--- config.mk ---
export PLATFORM = sky130hd
export DESIGN_NAME = pulse_train_gen
export DESIGN_NICKNAME = d
export VERILOG_FILES = /design/src/rtl/pulse_train_pkg.sv /design/src/rtl/phase_timer.sv /design/src/rtl/pulse_train_gen.sv
export SDC_FILE = /design/constraint.sdc
export NUM_CORES = 1
export LEC_CHECK = 0
export ABC_AREA = 1
export CAP_MARGIN = 30
export CORE_MARGIN = 4
export CORE_UTILIZATION = 59
export CTS_BUF_LIST = sky130_fd_sc_hd__clkbuf_4 sky130_fd_sc_hd__clkbuf_8 sky130_fd_sc_hd__clkbuf_16
export CTS_CLUSTER_DIAMETER = 50
export DETAILED_ROUTE_END_ITERATION = 10
export PLACE_DENSITY = 0.87
export SETUP_SLACK_MARGIN = 0.3
export SLEW_MARGIN = 20
export SYNTH_ARGS = -nofsm -noshare
export SYNTH_HDL_FRONTEND = slang
export SYNTH_SLANG_ARGS = --single-unit
--- constraint.sdc ---
create_clock -name clk -period 5.2 [get_ports clk]
set_input_delay 1.04 -clock clk [delete_from_list [all_inputs] [get_ports clk]]
set_output_delay 1.04 -clock clk [all_outputs]
set_load 0.05 [all_outputs]
--- src/rtl/pulse_train_pkg.sv ---
// Shared definitions for the pulse train generator.
//   - State encoding constants and the FSM state enum.
//   - MIN_DUR: smallest phase length in cycles; a requested duration of 0 is raised to this.
package pulse_train_pkg;

  localparam logic [1:0] ST_IDLE = 2'd0;
  localparam logic [1:0] ST_HIGH = 2'd1;
  localparam logic [1:0] ST_LOW  = 2'd2;
  localparam logic [1:0] ST_DONE = 2'd3;

  localparam int unsigned MIN_DUR = 1;

  typedef enum logic [1:0] {
    StIdle = ST_IDLE,
    StHigh = ST_HIGH,
    StLow  = ST_LOW,
    StDone = ST_DONE
  } state_e;

endpackage

--- src/rtl/phase_timer.sv ---
// Phase down-counter shared by the high and low phases of the pulse train.
// Ports:
//   clk      - rising-edge clock
//   reset    - synchronous active-high reset, clears the count
//   load     - load load_val into the counter this edge (takes priority over counting)
//   load_val - phase length minus one
//   expire   - high while the count is zero, i.e. in the last cycle of the phase
module phase_timer #(
  parameter int unsigned DUR_W = 8
) (
  input  logic             clk,
  input  logic             reset,
  input  logic             load,
  input  logic [DUR_W-1:0] load_val,
  output logic             expire
);

  logic [DUR_W-1:0] cnt_q, cnt_d;

  always_comb begin
    cnt_d = cnt_q;
    if (load) begin
      cnt_d = load_val;
    end else if (cnt_q != '0) begin
      cnt_d = cnt_q - DUR_W'(1);
    end
  end

  always_ff @(posedge clk) begin
    if (reset) begin
      cnt_q <= '0;
    end else begin
      cnt_q <= cnt_d;
    end
  end

  assign expire = (cnt_q == '0);

endmodule

--- src/rtl/pulse_train_gen.sv ---
// Burst pulse generator: on an accepted start, emits num_pulses clean rising edges on signal,
// with programmable high and low widths (0 treated as 1). No trailing low phase: done is raised
// in the cycle signal first falls after the last pulse.
// Ports:
//   clk, reset  - rising-edge clock, synchronous active-high reset
//   start       - burst request, accepted only when not busy (IDLE or DONE)
//   num_pulses  - edge count, latched on accepted start
//   high_cycles - high-phase length, latched on accepted start
//   low_cycles  - low-phase length, latched on accepted start
//   signal      - registered pulse train
//   busy        - burst in progress
//   done        - one-cycle end-of-burst pulse
//   edges_sent  - rising edges emitted in the current/last burst
module pulse_train_gen
  import pulse_train_pkg::*;
#(
  parameter int unsigned CNT_W = 4,
  parameter int unsigned DUR_W = 8
) (
  input  logic             clk,
  input  logic             reset,
  input  logic             start,
  input  logic [CNT_W-1:0] num_pulses,
  input  logic [DUR_W-1:0] high_cycles,
  input  logic [DUR_W-1:0] low_cycles,
  output logic             signal,
  output logic             busy,
  output logic             done,
  output logic [CNT_W-1:0] edges_sent
);

  state_e           state_q, state_d;
  logic [CNT_W-1:0] n_q, n_d;
  logic [DUR_W-1:0] h_q, h_d;
  logic [DUR_W-1:0] l_q, l_d;
  logic [CNT_W-1:0] edges_q, edges_d;
  logic             signal_q, signal_d;

  logic             tmr_load;
  logic [DUR_W-1:0] tmr_load_val;
  logic             tmr_expire;
  logic [DUR_W-1:0] high_clamp, low_clamp;

  assign high_clamp = (high_cycles == '0) ? DUR_W'(MIN_DUR) : high_cycles;
  assign low_clamp  = (low_cycles == '0) ? DUR_W'(MIN_DUR) : low_cycles;

  phase_timer #(
    .DUR_W(DUR_W)
  ) u_phase_timer (
    .clk     (clk),
    .reset   (reset),
    .load    (tmr_load),
    .load_val(tmr_load_val),
    .expire  (tmr_expire)
  );

  always_comb begin
    state_d      = state_q;
    n_d          = n_q;
    h_d          = h_q;
    l_d          = l_q;
    edges_d      = edges_q;
    tmr_load     = 1'b0;
    tmr_load_val = '0;

    unique case (state_q)
      StIdle, StDone: begin
        if (start) begin
          n_d     = num_pulses;
          h_d     = high_clamp;
          l_d     = low_clamp;
          edges_d = '0;
          if (num_pulses != '0) begin
            // First edge is emitted on the accepting edge itself.
            state_d      = StHigh;
            edges_d      = CNT_W'(1);
            tmr_load     = 1'b1;
            tmr_load_val = high_clamp - DUR_W'(1);
          end else begin
            state_d = StDone;
          end
        end else if (state_q == StDone) begin
          state_d = StIdle;
        end
      end
      StHigh: begin
        if (tmr_expire) begin
          if (edges_q == n_q) begin
            state_d = StDone;
          end else begin
            state_d      = StLow;
            tmr_load     = 1'b1;
            tmr_load_val = l_q - DUR_W'(1);
          end
        end
      end
      StLow: begin
        if (tmr_expire) begin
          state_d      = StHigh;
          edges_d      = edges_q + CNT_W'(1);
          tmr_load     = 1'b1;
          tmr_load_val = h_q - DUR_W'(1);
        end
      end
      default: state_d = StIdle;
    endcase

    signal_d = (state_d == StHigh);
  end

  always_ff @(posedge clk) begin
    if (reset) begin
      state_q  <= StIdle;
      n_q      <= '0;
      h_q      <= DUR_W'(MIN_DUR);
      l_q      <= DUR_W'(MIN_DUR);
      edges_q  <= '0;
      signal_q <= 1'b0;
    end else begin
      state_q  <= state_d;
      n_q      <= n_d;
      h_q      <= h_d;
      l_q      <= l_d;
      edges_q  <= edges_d;
      signal_q <= signal_d;
    end
  end

  assign signal     = signal_q;
  assign busy       = (state_q == StHigh) || (state_q == StLow);
  assign done       = (state_q == StDone);
  assign edges_sent = edges_q;

endmodule

==> impl_metrics.csv <==
group,metric,value,unit
cells_and_area,num-fill-cells,343,
synthesis,synth.ff_latch_count,35,
setup_path,worstPathMaxFanout,12,
floorplanning,floorplan.die.height,70.2,µm
clock_tree,tritoncts.num_buffers,5,
clock_tree,cts.path.max_buffers,2,
sta,pin_slew_with_the_least_headroom_to_its_limit,706,ps
cells_and_area,final_core_util,73.1,%
floorplanning,die_width,70.2,µm
setup_path,ff2ff_setup_slack,2910,ps
detailed_routing,wl_met1,2360,µm
detailed_routing,route.detailed.drc,0,
cells_and_area,finish.net_count,408,
global_routing,grt_first_pass_wirelength,9270,µm
setup_path,capture_point_of_the_worst_path,"busy",
floorplanning,initial_core_util,61.9,%
setup_path,worst-endpoint-arrival,2340,ps
synthesis,yosys_warnings,0,
power,fin_total_pwr,1.16,mW
sta,hold_viol,0,
sta,relSlewSlack,52.9,%
cells_and_area,layout_common_cells,"nand2_1, inv_1, nor2_1",
cells_and_area,antennaDiodeCount,0,
floorplanning,design.portCount,30,
detailed_routing,vias,2268,
synthesis,synth.largest_area_cell,"dfxtp_1",
setup_path,critPathLaunch,"state_q[0]$_SDFF_PP0_",
cells_and_area,final_layout_size_suffix_gt1_share,7.41,%
setup_path,r2r-start,"state_q[0]$_SDFF_PP0_",
synthesis,synth_enable_flop_cells,0,
global_routing,number_of_global_route_vias_before_repair,2121,
synthesis,post_synth_num_cell_types,31,
clock_tree,level_count_of_the_clock_h_tree,2,
setup_path,timing.rr.end,"u_phase_timer.cnt_q[4]$_SDFFE_PP0P_",
detailed_routing,wire_per_inst,12.6,µm
floorplanning,coreArea,3690,µm²
clock_tree,cts_tree,"done",
detailed_routing,post_drt_via_cell_ratio,5.32,
power,vdd_drop_max,0.000204,V
global_routing,tot_gr_track_use,23.0,%
cells_and_area,sequential_cell_area,701,µm²
synthesis,yosysTopAreaCellShare,30.7,%
place,placer_congestion_estimate,0.948,
place,placement.io_buffers,29,
cells_and_area,area_growth,18.0,%
detailed_routing,postRouteWirelength,5350,µm
place,post-dp-hpwl,4150,µm
detailed_routing,met2RoutedLength,2580,µm
synthesis,syn_inst,349,
detailed_routing,drt_first_iter_violations,128,
clock_tree,cts.sink_count,35,
job,drv_cap,0,
power,pwr_density_cell,429,nW/µm²
power,cellLeakagePower,1.24,nW
global_routing,grt_overflow,0,
setup_path,start_kind,"flip-flop",
setup_path,r2r.worst_path.cells,9,
synthesis,postSynth.asyncResetShare,0,%
floorplanning,die_outline_area,4930,µm²
synthesis,post_synthesis_sequential_area_ratio,30.7,%
synthesis,synth_area_leaders,"dfxtp_1, nand2_1, inv_1",
sta,timing.final.setup_violations,0,
place,dp_cells,418,
detailed_routing,final_antenna_net_count,0,
sta,grt_setup_unrepaired,"false",
synthesis,post_synth_instance_area,2280,µm²
clock_tree,ctsRootBufferMaster,"clkbuf_8",
synthesis,synth.net_count,380,
synthesis,postSynthAreaPerCell,6.54,µm²
sta,timing.clock.skew,5.12,ps
clock_tree,ctsResizeCount,0,
setup_path,worst_setup_path_end_kind,"output port",
detailed_routing,drt_first_pass_iters,4,
sta,fin_crit_sh,65.1,%
detailed_routing,top_layer,"met4",
sta,finalWorstPathRequiredPeriod,3380,ps
cells_and_area,most_common_cell_after_layout_fill_and_taps_aside,"nand2_1",
cells_and_area,layoutNonFillerInstCount,426,
sta,timing.setup.tns,0,ps
sta,achievable-frequency,0.295,GHz
cells_and_area,multi_input_area,1330,µm²
floorplanning,placement_rows,22,
detailed_routing,detailroute.wirelength.met3,313,µm
clock_tree,cts_post_setup_buffers_inserted,0,
clock_tree,postCtsHoldBufs,0,
setup_path,required,4160,ps
sta,max_slew_violation_count,0,
global_routing,antenna_violations_before_repair,0,
clock_tree,path_clk_slew,70,ps
global_routing,largest_net_degree_at_the_start_of_global_routing,44,
synthesis,synthFlopType,"dfxtp_1",
clock_tree,latest_clock_arrival_within_the_worst_skew_pair,290,ps
run_status,run_status,"completed",
setup_path,path_class,"flip-flop to output port",
worst_hold_path,min-delay-path-class,"flip-flop to flip-flop",
==> power by group <==
group	switching (mW)	internal (mW)
sequential	0.0414	0.332
combinational	0.356	0.202
clock	0.103	0.120
==> metal layers <==
metal / track usage (%) / up-vias
met1: 28.5 / 1005
met2: 38.3 / 72
met4: 9.36 / 0
met5: 0 / -
met3: 5.04 / 11
li1: - / 1180
==> area by class of cell <==
| cell class | instances | share of cell area (%) |
|---|---|---|
| multi-input cells | 251 | 49.4 |
| flip-flops and latches | 35 | 26.0 |
| repair buffers | 29 | 10.8 |
| inverters | 55 | 7.71 |
| clock buffers | 7 | 3.57 |
| well taps | 48 | 2.23 |
| clock inverters | 1 | 0.279 |
==> worst min path at each step <==
stage | startpoint | endpoint | slack [ps] | cells past startpoint
2_1_floorplan | n_q[3]$_SDFFE_PP0P_ | n_q[3]$_SDFFE_PP0P_ | 440 | 2
3_3_place_gp | n_q[1]$_SDFFE_PP0P_ | n_q[1]$_SDFFE_PP0P_ | 460 | 2
3_5_place_dp | n_q[3]$_SDFFE_PP0P_ | n_q[3]$_SDFFE_PP0P_ | 470 | 2
4_1_cts | n_q[1]$_SDFFE_PP0P_ | n_q[1]$_SDFFE_PP0P_ | 480 | 2
5_1_grt | n_q[1]$_SDFFE_PP0P_ | n_q[1]$_SDFFE_PP0P_ | 500 | 2
6_report | h_q[7]$_SDFFE_PP0P_ | h_q[7]$_SDFFE_PP0P_ | 480 | 2
==> cells by family (layout without fill, tap and decap cells) <==
logic type / after synthesis / after routing / share of synthesized area, %
AO/OA/AOI/OAI: 67 / 67 / 15.6
XOR/XNOR: 15 / 15 / 5.75
adder cells (fa/ha/maj): 8 / 8 / 4.38
buffers and inverters: 63 / 92 / 11.0
flip-flops: 35 / 35 / 30.7
AND/OR/NAND/NOR: 161 / 161 / 32.6
==> flip-flops by register name, indices dropped and copies added, names as in the netlist <==
register	cells
state_q	2
n_q	4
h_q	8
u_phase_timer.cnt_q	8
edges_sent	4
l_q	8
signal	1
==> Yosys cell counts, types with 4 or more instances <==
cell type / n
nor3_1: 6
nand3_1: 25
nand4_1: 6
o21ai_1: 7
nand2_2: 4
inv_1: 51
nand2_1: 67
ha_1: 8
clkbuf_1: 6
dfxtp_1: 35
nor2_1: 36
a21oi_1: 27
nor2_2: 4
xor2_1: 12
o21ai_0: 26
==> stage by stage <==
step / hold WS [ps] / cell area, µm² / setup slack (ps)
finish: 476 / 2700 / 1820
global route: 496 / 2700 / 1680
CTS: 479 / 2700 / 1820
detailed placement: 466 / 2590 / 2120
global placement: 456 / 2590 / 2180
floorplan: 443 / 2280 / 2860
==> worst max-delay path: stages, from the launching register on <==
cell and delay [ps]:
dfxtp_1 400, inv_1 60, ha_1 390, inv_1 330, clkdlybuf4s50_1 880
Power figures use the tool's default switching activity.
